**src/rtl/fetch_pkg.sv**
```systemverilog
// Fetch stage shared types and constants.
// State encoding plus instruction field layout.
package fetch_pkg;

  localparam int PC_W    = 8;
  localparam int INSTR_W = 24;
  localparam int OPC_MSB = 23;
  localparam int OPC_LSB = 16;

  localparam logic [OPC_MSB-OPC_LSB:0] HALT_OPC = 8'hFF;
  localparam logic [PC_W-1:0]          RESET_PC = 8'h00;

  typedef enum logic {
    RUN    = 1'b0,
    HALTED = 1'b1
  } fetch_state_e;

endpackage

```
**src/rtl/fetch_if_id_reg.sv**
```systemverilog
// IF/ID pipeline register: valid/ready slot with
// load, flush and consume controls.
module fetch_if_id_reg #(
  parameter int PC_W    = 8,
  parameter int INSTR_W = 24
) (
  input  logic               clk,
  input  logic               rst,
  input  logic               i_load,
  input  logic               i_flush,
  input  logic               i_clear,
  input  logic [PC_W-1:0]    i_pc,
  input  logic [INSTR_W-1:0] i_instr,
  output logic               o_valid,
  output logic [PC_W-1:0]    o_pc,
  output logic [INSTR_W-1:0] o_instr
);

  logic               r_valid;
  logic [PC_W-1:0]    r_pc;
  logic [INSTR_W-1:0] r_instr;

  always_ff @(posedge clk) begin
    if (rst) begin
      r_valid <= 1'b0;
      r_pc    <= '0;
      r_instr <= '0;
    end else if (i_flush) begin
      r_valid <= 1'b0;
    end else if (i_load) begin
      r_valid <= 1'b1;
      r_pc    <= i_pc;
      r_instr <= i_instr;
    end else if (i_clear) begin
      r_valid <= 1'b0;
    end
  end

  assign o_valid = r_valid;
  assign o_pc    = r_pc;
  assign o_instr = r_instr;

endmodule

```
**src/rtl/fetch_unit.sv**
```systemverilog
// Instruction fetch stage: PC register, next-PC mux,
// RUN/HALTED FSM and IF/ID register toward decode.
module fetch_unit
  import fetch_pkg::*;
(
  input  logic               clk,
  input  logic               rst,
  output logic [PC_W-1:0]    imem_pc,
  input  logic [INSTR_W-1:0] imem_instr,
  input  logic               redirect_valid,
  input  logic [PC_W-1:0]    redirect_pc,
  output logic               dec_valid,
  input  logic               dec_ready,
  output logic [INSTR_W-1:0] dec_instr,
  output logic [PC_W-1:0]    dec_pc,
  output logic               halted
);

  logic [PC_W-1:0] r_pc;
  fetch_state_e    r_state;

  logic w_run;
  logic w_adv;
  logic w_load;
  logic w_clear;
  logic w_halt_opc;

  assign w_run      = (r_state == RUN);
  assign w_adv      = !dec_valid || dec_ready;
  assign w_load     = w_run && w_adv && !redirect_valid;
  assign w_clear    = !w_run && dec_valid && dec_ready;
  assign w_halt_opc = (imem_instr[OPC_MSB:OPC_LSB] == HALT_OPC);

  // HALT word is still delivered, but the PC parks on it.
  always_ff @(posedge clk) begin
    if (rst) begin
      r_pc    <= RESET_PC;
      r_state <= RUN;
    end else if (redirect_valid) begin
      r_pc    <= redirect_pc;
      r_state <= RUN;
    end else if (w_load) begin
      if (w_halt_opc) begin
        r_state <= HALTED;
      end else begin
        r_pc <= r_pc + PC_W'(1);
      end
    end
  end

  fetch_if_id_reg #(
    .PC_W    (PC_W),
    .INSTR_W (INSTR_W)
  ) u_if_id (
    .clk     (clk),
    .rst     (rst),
    .i_load  (w_load),
    .i_flush (redirect_valid),
    .i_clear (w_clear),
    .i_pc    (r_pc),
    .i_instr (imem_instr),
    .o_valid (dec_valid),
    .o_pc    (dec_pc),
    .o_instr (dec_instr)
  );

  assign imem_pc = r_pc;
  assign halted  = (r_state == HALTED);

endmodule

```
**config.mk**
```make
export PLATFORM = sky130hd
export DESIGN_NAME = fetch_unit
export DESIGN_NICKNAME = d
export VERILOG_FILES = /design/src/rtl/fetch_pkg.sv /design/src/rtl/fetch_if_id_reg.sv /design/src/rtl/fetch_unit.sv
export SDC_FILE = /design/constraint.sdc
export NUM_CORES = 1
export LEC_CHECK = 0
export ABC_CLOCK_PERIOD_IN_PS = 2290
export CAP_MARGIN = 15
export CORE_AREA = 4 4 83 85
export CTS_BUF_LIST = sky130_fd_sc_hd__clkbuf_16
export DETAILED_ROUTE_END_ITERATION = 8
export DIE_AREA = 0 0 87 89
export MAX_ROUTING_LAYER = met4
export SLEW_MARGIN = 30
export SYNTH_ARGS = -nofsm -noshare
export SYNTH_HDL_FRONTEND = slang
export SYNTH_HIERARCHICAL = 1
export SYNTH_SLANG_ARGS = --single-unit
```
**constraint.sdc**
```tcl
create_clock -name clk -period 2.29 [get_ports clk]
set_clock_uncertainty 0.15 [all_clocks]
set_input_delay 0.3435 -clock clk [delete_from_list [all_inputs] [get_ports clk]]
set_output_delay 0.3435 -clock clk [all_outputs]
set_load 0.01 [all_outputs]
```
==> summary.md <==
| Metric | Value |
|---|---|
| Drt wl/cell | 15.04 um |
| Setup TNS | 0 ps |
| Worst-path cell chain | clkdlybuf4s50_1 -> or2b_4 -> and3_1 -> nor2b_4 -> o21ai_0 |
| DRT iter0 DRCs | 64 |
| Critical-path maximum fanout | 32 |
| WP depth | 5 |
| Setup Viol. Count Final | 0 |
| Io pins | 78 |
| Setup crit start kind | primary input |
| R2R depth | 4 |
| First-pass GRT wire length | 9.032 mm |
| Share of layout cells above drive strength 1 | 0.08014 |
| Clk sinks | 42 |
| Critical Path End Type | register |
| GRT Overall Usage | 0.1502 |
| Final design utilization | 0.4876 |
| Setup repair after global routing missed its margin | false |
| Antenna cells | 0 |
| Synthesized area | 2077 um^2 |
| Hold path depth | 2 |
| Die area | 7743 um^2 |
| Outcome | finished, final reports clean |
| Post-route clock period utilization | 0.8521 |
| Post_cts resized | 0 |
| Nets@finish | 323 |
| Largest stage delay, worst path | 630 ps |
| CTS tree | done |
| Starting density of the core | 0.3347 |
| Setup Fix Bufs, Post-CTS | 0 |
| CP bufs+invs | 1 |
| Core ar. | 6205 um^2 |
| Hold_buf cts | 0 |
| Syn_nets | 251 |
| EDFF count, synth | 0 |
| Async S/R FF share, synth | 0 |
| Fin area | 3025 um^2 |
| H-tree levels | 2 |
| TritonCTS buffer count | 5 |
| Fmax | 0.5125 GHz |
| Die X-Extent | 87 um |
| Clock Path Buffers | 2 |
| Die H | 89 um |
| Rel. slew slack | 0.4991 |
| PD cells | 587.3 nW/um^2 |
| Final Hold Viols | 0 |
| Type of the worst setup path | primary input to register |
| Worst-path clk slew | 60 ps |
| Router iterations before antenna repair | 4 |
| Max-cap viol count | 0 |
| CP required | 2280 ps |
| Vias/cell | 5.033 |
| Max VDD drop | 0.0003016 V |
| # fillers | 609 |
| Pre-CTS setup slack | 21.52 ps |
| CP Launch Point | dec_ready |
| Row cnt | 29 |
| Area growth syn-to-layout | 45.66% |
| Avg Inst Size Synth | 9.706 um^2 |
| Vias | 1832 |
| Ys flop type | dfxtp_1 |
| Root buffer cell | clkbuf_16 |
| Post-placement cell area | 2884 um^2 |
| Worst Slack Setup Final | 338.8 ps |
| Total power draw | 1.777 mW |
| Antenna Nets Post-Route | 0 |
| Synth Instances | 214 |
| Pin count of the biggest net entering global routing | 43 |
| Slowest CP cell | nor2b_4 |
| Port buffer count | 77 |
| Vias in the first global route | 1874 |
| Slew of the pin with the lowest slew margin | 749.8 ps |
| Synth cell types | 40 |
| Skew-Pair Late Insertion Delay | 280 ps |
| DR DRC count | 0 |
| Worst hold slack | 314.1 ps |
| Register area share after synthesis | 0.4048 |
| Leakage | 1.026 nW |
| Max Slew Vio Count | 0 |
| CP top delay family | simple AND/OR/NAND/NOR gates |
| GP Congestion | 0.7981 |
| Placed instance count | 356 |
| Reg2reg start | imem_pc[2] |
| Synth warn | 6 |
| Gr ovfl total | 0 |
| Footprint of the multi-input gates | 1106 um^2 |
| Antenna violations before repair | 0 |
| Hpwl dp | 3.781 mm |
| Flops & latches, synth | 42 |
| Hold path start | u_if_id/o_pc[3] |
| Critical Path AT | 1940 ps |
| Final WL | 5.473 mm |
| Seq. cell area | 840.8 um^2 |
| Min-delay worst type | register to register |
| Finished Layout Cells | 364 |
| Crit path time final | 1951 ps |
==> cell usage after synthesis (2+ instances only) <==
cell type / number / area share
buf_6: 2 / 0.011
or3_1: 2 / 0.0060
a21oi_1: 2 / 0.0048
clkbuf_1: 6 / 0.011
nor3_1: 4 / 0.0096
buf_2: 6 / 0.014
nand3_1: 2 / 0.0048
nand4bb_1: 32 / 0.17
a2111oi_0: 2 / 0.0084
nor2_1: 7 / 0.013
clkbuf_2: 2 / 0.0048
o21ai_1: 31 / 0.075
o21ai_0: 3 / 0.0072
o21a_1: 2 / 0.0072
nand2_1: 3 / 0.0054
and3_1: 2 / 0.0060
dfxtp_1: 42 / 0.40
inv_1: 5 / 0.0090
buf_4: 3 / 0.011
a311oi_1: 4 / 0.017
nand2b_1: 32 / 0.096
a211oi_1: 2 / 0.0072
==> metal layers <==
layer  global-route usage  part of all wire  vias up
li1                     -                 -      927
met1               0.1888              0.47      845
met2               0.2346              0.46       54
met3              0.04147             0.061        6
met4              0.04674             0.010        0
met5                    -                 0        -
==> placed cells by master, fill, tap and decap left out, drive strengths merged, types with 2 or more instances in the layout <==
cell type / count
inv: 5
a311oi: 4
a211oi: 2
nor2: 7
clkdlybuf4s50: 76
clkbuf: 5
nor2b: 2
nor3: 4
and3: 4
dfxtp: 42
clkinv: 3
nand4: 2
nand4bb: 32
o21ai: 34
a2111oi: 2
nand2: 3
buf: 8
o21a: 2
a21oi: 2
or3: 2
nand3: 2
nand2b: 32
==> layout make-up <==
cell class / instances / share of cell area
Multi-Input combinational cell: 147 / 0.3656
Timing Repair Buffer: 84 / 0.2705
Clock inverter: 3 / 0.005376
Inverter: 6 / 0.007444
Clock buffer: 5 / 0.04136
Tap cell: 77 / 0.03184
Sequential cell: 42 / 0.2779
==> kinds of logic after synthesis <==
family          count (synthesis)  synth area share
compound gates                 52            0.1590
xor+xnor                        1          0.004218
fa+ha+maj                       1          0.006023
buf+inv                        25           0.06265
flops                          42            0.4048
simple gates                   93            0.3633
==> power by group <==
part / leakage (nW) / switching, mW / internal [mW]
Combinational: 0.614 / 0.125 / 0.178
Clock: 0.0672 / 0.277 / 0.398
Sequential: 0.344 / 0.0302 / 0.769
Total: 1.03 / 0.432 / 1.34
==> worst reg2reg max path, delay by kind of cell (launching register included) <==
family / cells / cell delay [ps]
AO/OA/AOI/OAI: 2 / 410
AND/OR/NAND/NOR: 2 / 740
flip-flops: 1 / 440
==> flip-flops by register name, summed over array words and instances, names as in the netlist <==
| name | cells |
|---|---|
| imem_pc | 8 |
| u_if_id/o_valid | 1 |
| u_if_id/o_instr | 24 |
| u_if_id/o_pc | 8 |
| halted | 1 |
==> worst paths after layout <==
kind / slack (ps) / end
setup / recovery: 340 / u_if_id/o_pc[7]
hold / removal: 310 / u_if_id/o_pc[3]
setup reg to reg: 470 / imem_pc[7]
hold reg to reg: 310 / u_if_id/o_pc[3]
Power figures use the tool's default switching activity.
